===== src/rtl/counter_mod_updown.sv =====
// N-bit up/down counter with programmable modulus, load and wrap/saturate.
// Terminal count is combinational; the wrap pulse is registered.
module counter_mod_updown #(
  parameter int                WIDTH    = 4,
  parameter longint unsigned   MOD_MAX  = (64'd1 << WIDTH) - 64'd1,
  parameter bit                SATURATE = 1'b0
) (
  input  logic             clk,
  input  logic             reset,
  input  logic             en,
  input  logic             up_dn,
  input  logic             load,
  input  logic [WIDTH-1:0] load_data,
  output logic [WIDTH-1:0] count,
  output logic             tc,
  output logic             wrap
);

  localparam logic [WIDTH-1:0] MAXW = WIDTH'(MOD_MAX);
  localparam logic [WIDTH:0]   MAXX = {1'b0, MAXW};

  logic [WIDTH-1:0] r_count;
  logic             r_wrap;

  logic [WIDTH:0]   w_inc;
  logic [WIDTH:0]   w_dec;
  logic             w_at_max;
  logic             w_at_zero;
  logic [WIDTH-1:0] w_ld;

  // Widened arithmetic: carry/borrow land in the extra bit
  assign w_inc     = {1'b0, r_count} + 1'b1;
  assign w_dec     = {1'b0, r_count} - 1'b1;
  assign w_at_max  = (w_inc > MAXX);
  assign w_at_zero = w_dec[WIDTH];

  assign w_ld = ({1'b0, load_data} > MAXX) ? MAXW : load_data;

  always_ff @(posedge clk) begin
    if (reset) begin
      r_count <= '0;
      r_wrap  <= 1'b0;
    end else if (load) begin
      r_count <= w_ld;
      r_wrap  <= 1'b0;
    end else if (en) begin
      r_wrap <= 1'b0;
      if (up_dn) begin
        if (!w_at_max) begin
          r_count <= w_inc[WIDTH-1:0];
        end else if (!SATURATE) begin
          r_count <= '0;
          r_wrap  <= 1'b1;
        end
      end else begin
        if (!w_at_zero) begin
          r_count <= w_dec[WIDTH-1:0];
        end else if (!SATURATE) begin
          r_count <= MAXW;
          r_wrap  <= 1'b1;
        end
      end
    end else begin
      r_wrap <= 1'b0;
    end
  end

  assign count = r_count;
  assign wrap  = r_wrap;
  assign tc    = en & ~load &
                 ((up_dn & w_at_max) | (~up_dn & w_at_zero));

endmodule

===== config.mk =====
export PLATFORM = sky130hd
export DESIGN_NAME = counter_mod_updown
export DESIGN_NICKNAME = d
export VERILOG_FILES = /design/src/rtl/counter_mod_updown.sv
export SDC_FILE = /design/constraint.sdc
export NUM_CORES = 1
export LEC_CHECK = 0
export BUFFER_PORTS_ARGS = -buffer_cell sky130_fd_sc_hd__buf_4
export CORE_AREA = 2 2 39 41
export CTS_CLUSTER_SIZE = 16
export DETAILED_ROUTE_END_ITERATION = 8
export DIE_AREA = 0 0 41 43
export PLACE_DENSITY = 0.65
export SKIP_CTS_REPAIR_TIMING = 1
export SLEW_MARGIN = 20
export SYNTH_ARGS = -nofsm -noshare
export SYNTH_HDL_FRONTEND = slang
export SYNTH_SLANG_ARGS = --single-unit

===== constraint.sdc =====
create_clock -name clk -period 2.2 [get_ports clk]
set_input_delay 0.33 -clock clk [delete_from_list [all_inputs] [get_ports clk]]
set_output_delay 0.33 -clock clk [all_outputs]
set_load 0.01 [all_outputs]

* After elaboration in Yosys (flattened, before gate mapping)
Index checks and enable logic that the tools add are counted. Widths: inputs -> output; s select.
Storage, ports and cells: flip-flop bits (word level) 5, input port bits 9, output and inout bits 6, word-level logic and storage cells 23
Operators by class: add/subtract/negate cells 2, $lt $le $gt $ge 1, mux-type cells 8, bitwise logic cells 8, reductions and logical operators 2
Operators with widths (count):
- $mux 4 | 5
- $add 4x1->5 const B | 1
- $gt 5x4->1 const B | 1
- $sub 4x1->5 const B | 1
- $and 1x1->1 | 4
- $mux 1 | 3
- $not 1->1 | 3
- $reduce_or 3->1 | 1
- $reduce_bool 2->1 | 1
- $or 1x1->1 | 1

* Logic depth before layout (Yosys ltp)
word-level depth 6, depth in mapped cells 6

* Least setup slack after synthesis
Ideal clock, no wire load.
path kind register to output, start register r_count[0] (netlist: count[0]), end output tc, arrival 1693 ps, required time 1870 ps, setup slack 177 ps, cell stages (with the launch flop) 7, path buffers 0, cells stage by stage dfxtp_1 > inv_1 > ha_1 > nor3b_2 > maj3_2 > a31oi_1 > nor2_1
Between the ends: cells in the longest elaborated chain, start to end 5, elaborated cells between the ends (all ways) 7, classes of those cells add/sub: 2; order compare: 1; bitwise: 4
RTL lines:
- start: declaration | RTL line 22 | logic [WIDTH-1:0] r_count;
- start signal: assignment | RTL line 44 | r_count <= w_ld;
- start signal: assignment | RTL line 50 | r_count <= w_inc[WIDTH-1:0];
- start signal: assignment | RTL line 57 | r_count <= w_dec[WIDTH-1:0];
- $add 4x1->5 | RTL line 32 | assign w_inc = {1'b0, r_count} + 1'b1;
- $gt 5x4->1 | RTL line 34 | assign w_at_max = (w_inc > MAXX);
- $and 1x1->1 | RTL line 71 | ((up_dn & w_at_max) | (~up_dn & w_at_zero));
- $or 1x1->1 (*) | RTL line 71
- $and 1x1->1 (*) | RTL line 70 | assign tc = en & ~load &
- end: declaration | RTL line 15 | output logic tc,
Mark *: on every way between the ends. The rest lies on a longest branch, timed or not.

* Final worst setup path
Same ends and word-level chain as after synthesis.

==> impl_metrics.env <==
export IMPL_num_vias=565
export IMPL_finalNetCount=96
export IMPL_hold_viol_final=0
export IMPL_post_route_min_period_ns=2.09
export IMPL_final_util_pct=48.4
export IMPL_grt_total_usage_pct=17.9
export IMPL_cts_buffers=3
export IMPL_pwr_share_comb_pct=37.3
export IMPL_report_final_slew_viol_count=0
export IMPL_grt_busiest_layer="met2"
export IMPL_antenna_found_initial=0
export IMPL_wire_per_inst_um=13.8
export IMPL_fmax_mhz=477
export IMPL_dp_hpwl_um=920
export IMPL_swShare_pct=33.2
export IMPL_drt_iter0_markers=13
export IMPL_cp_cell_sequence="inv_2, ha_4, nor3b_4, maj3_2, a31oi_2, nor2_1, buf_4"
export IMPL_syn2layout_area_growth_pct=37.5
export IMPL_worst_ir_drop_vdd_mv=0.389
export IMPL_grt_met2_usage_pct=25.0
export IMPL_maxCapViolCount=0
export IMPL_clkPwrFrac_pct=31.4
export IMPL_slowest_stage="dfxtp_1"
export IMPL_max_stage_delay_ns=0.34
export IMPL_coreArea_um2=1380
export IMPL_crit_fanout=4
export IMPL_cts_root_buf="clkbuf_4"
export IMPL_postSynth_asyncResetShare_pct=0
export IMPL_route_detailed_drc=0
export IMPL_worst_pin_slew_ns=0.451
export IMPL_layout_drive_gt1_share_pct=36.1
export IMPL_grt_ovfl_total=0
export IMPL_clkLatencyLatePin_ns=0.25
export IMPL_clk_pin_slew_ns=0.04
export IMPL_p_int_uw=235
export IMPL_grt_pass1_wl_um=2120
export IMPL_first_pass_iters=4
export IMPL_rsz0062_at_grt="no"
export IMPL_crit_type="reg2out"
export IMPL_synth_fp_nets=76
export IMPL_leakage_nw=0.278
export IMPL_post_dp_cell_area_um2=596
export IMPL_min_path_type="in2reg"
export IMPL_synth_edff_count=0
export IMPL_skew_ns=0.00158
export IMPL_synth_ff_type="dfxtp_1"
export IMPL_ys_types=32
export IMPL_antenna_left=0
export IMPL_start_kind="flop"
export IMPL_status="finished clean"
export IMPL_synth_area_per_cell_um2=7.60
export IMPL_seq_power_share_pct=31.3
export IMPL_grt_pass1_vias=464
export IMPL_die_h_um=43
export IMPL_clock_path_buffers=2
export IMPL_post_route_period_util_pct=95.2
export IMPL_rows=14
export IMPL_viasPerCell=5.71
export IMPL_ios=15
export IMPL_dieArea_um2=1760
export IMPL_ys_warnings_count=0
export IMPL_synth_area_um2=487
export IMPL_stdcell_area_um2=669
export IMPL_cts_sinks=5
export IMPL_gp_congestion=0.900
export IMPL_cp_end_kind="output port"
export IMPL_p_per_area_nw_per_um2=525
export IMPL_p_switching_uw=117
export IMPL_maxSlewHeadroom_pct=69.9
export IMPL_port_buffers=14
export IMPL_ys_seq_area_share_pct=20.6
export IMPL_diodes=0
export IMPL_cts_tree="done"
export IMPL_totalWireLength_um=1370
export IMPL_syn_inst=64
export IMPL_ys_seq_elements=5
export IMPL_grt_met3_usage_pct=1.57
export IMPL_use_met1_pct=24.8
export IMPL_crit_arrival_ns=1.76
export IMPL_grt_max_degree=15
export IMPL_h_tree_depth=1
export IMPL_start_util_pct=35.2
export IMPL_setup_viol=0
export IMPL_die_x_um=41
export IMPL_cp_required_ns=1.87
registers in the layout (all words and copies together), names as in the netlist:
register and count:
count 4, wrap 1
layout by cell type (no fill, tap or decap), drive strengths merged, types with 2 or more instances in the layout:
master  netlist  routed
inv           4       4
a31oi         2       2
nor3b         2       2
ha            3       3
nand4         2       2
nor2          5       5
o22ai         2       2
nor3          3       3
clkbuf        0       4
nand2         5       5
nand2b        2       2
o21ai         6       6
buf           4      19
a21oi         6       6
dfxtp         5       5
synth_stat cells, types with 2 or more instances:
cell      n  area [µm²]
a21oi_1   6        30.0
dfxtp_1   5         100
nand2_1   5        18.8
nor2_1    5        18.8
o21ai_0   5        25.0
ha_1      3        37.5
inv_1     3        11.3
nor3_1    3        15.0
a31oi_1   2        12.5
buf_4     2        15.0
nand2b_1  2        12.5
nand4_1   2        12.5
o22ai_1   2        12.5
area by class of cell:
type                            instances  area [µm²]
Clock buffer                            4        26.3
Sequential cell                         5         100
Tap cell                               16        20.0
Multi-Input combinational cell         51         365
Timing Repair Buffer                   19         143
Inverter                                4        15.0
Fill cell                             140         714
cells by family (layout without fill, tap and decap cells):
kind of cell | after synthesis | count (layout) | share of synthesized area (%)
XOR/XNOR | 1 | 1 | 1.80
flip-flops | 5 | 5 | 20.6
buffers and inverters | 8 | 27 | 9.51
AND/OR/NAND/NOR | 22 | 22 | 25.7
adder cells (fa/ha/maj) | 4 | 4 | 10.0
AO/OA/AOI/OAI | 24 | 24 | 32.4
power by group through the flow:
stage / logic, mW / clock network, mW / registers [mW]
after floorplan: 0.0698 / 0 / 0.110
after global placement: 0.105 / 0 / 0.110
after detailed placement: 0.106 / 0 / 0.110
after CTS: 0.107 / 0.112 / 0.109
after global routing: 0.144 / 0.117 / 0.111
final: 0.131 / 0.110 / 0.110
per-stage QoR:
| stage | hold slack [ns] | total power [mW] | instances | setup TNS [ns] | setup WS (ns) |
|---|---|---|---|---|---|
| floorplan | 0.424 | 0.179 | 64 | 0 | 0.177 |
| finish | 0.320 | 0.351 | 99 | 0 | 0.105 |
| CTS | 0.320 | 0.328 | 96 | -0.0185 | -0.0185 |
| global placement | 0.579 | 0.216 | 92 | 0 | 0.274 |
| global route | 0.340 | 0.372 | 99 | 0 | 0.0187 |
| detailed placement | 0.582 | 0.217 | 92 | 0 | 0.236 |
final timing paths:
path	from	end	slack, ns	cells past startpoint
worst min-delay path	reset	count[2]$_SDFFE_PP0P_	0.32	2
worst min register to register	count[0]$_SDFFE_PP0P_	count[0]$_SDFFE_PP0P_	0.65	3
worst max register to register	count[0]$_SDFFE_PP0P_	count[3]$_SDFFE_PP0P_	0.49	8
worst max-delay path	count[0]$_SDFFE_PP0P_	tc	0.11	7
per-layer routing:
layer	vias up	wire, µm
met5	-	0
met1	261	600
met3	4	67
met2	20	658
li1	280	-
met4	0	42
critical path, delay by kind of cell, from the launching register on:
| kind | cells | cell delay (ns) |
|---|---|---|
| fa+ha+maj | 2 | 0.56 |
| compound gates | 1 | 0.20 |
| flops | 1 | 0.34 |
| buf+inv | 2 | 0.21 |
| simple gates | 2 | 0.22 |
Power figures use the tool's default switching activity.
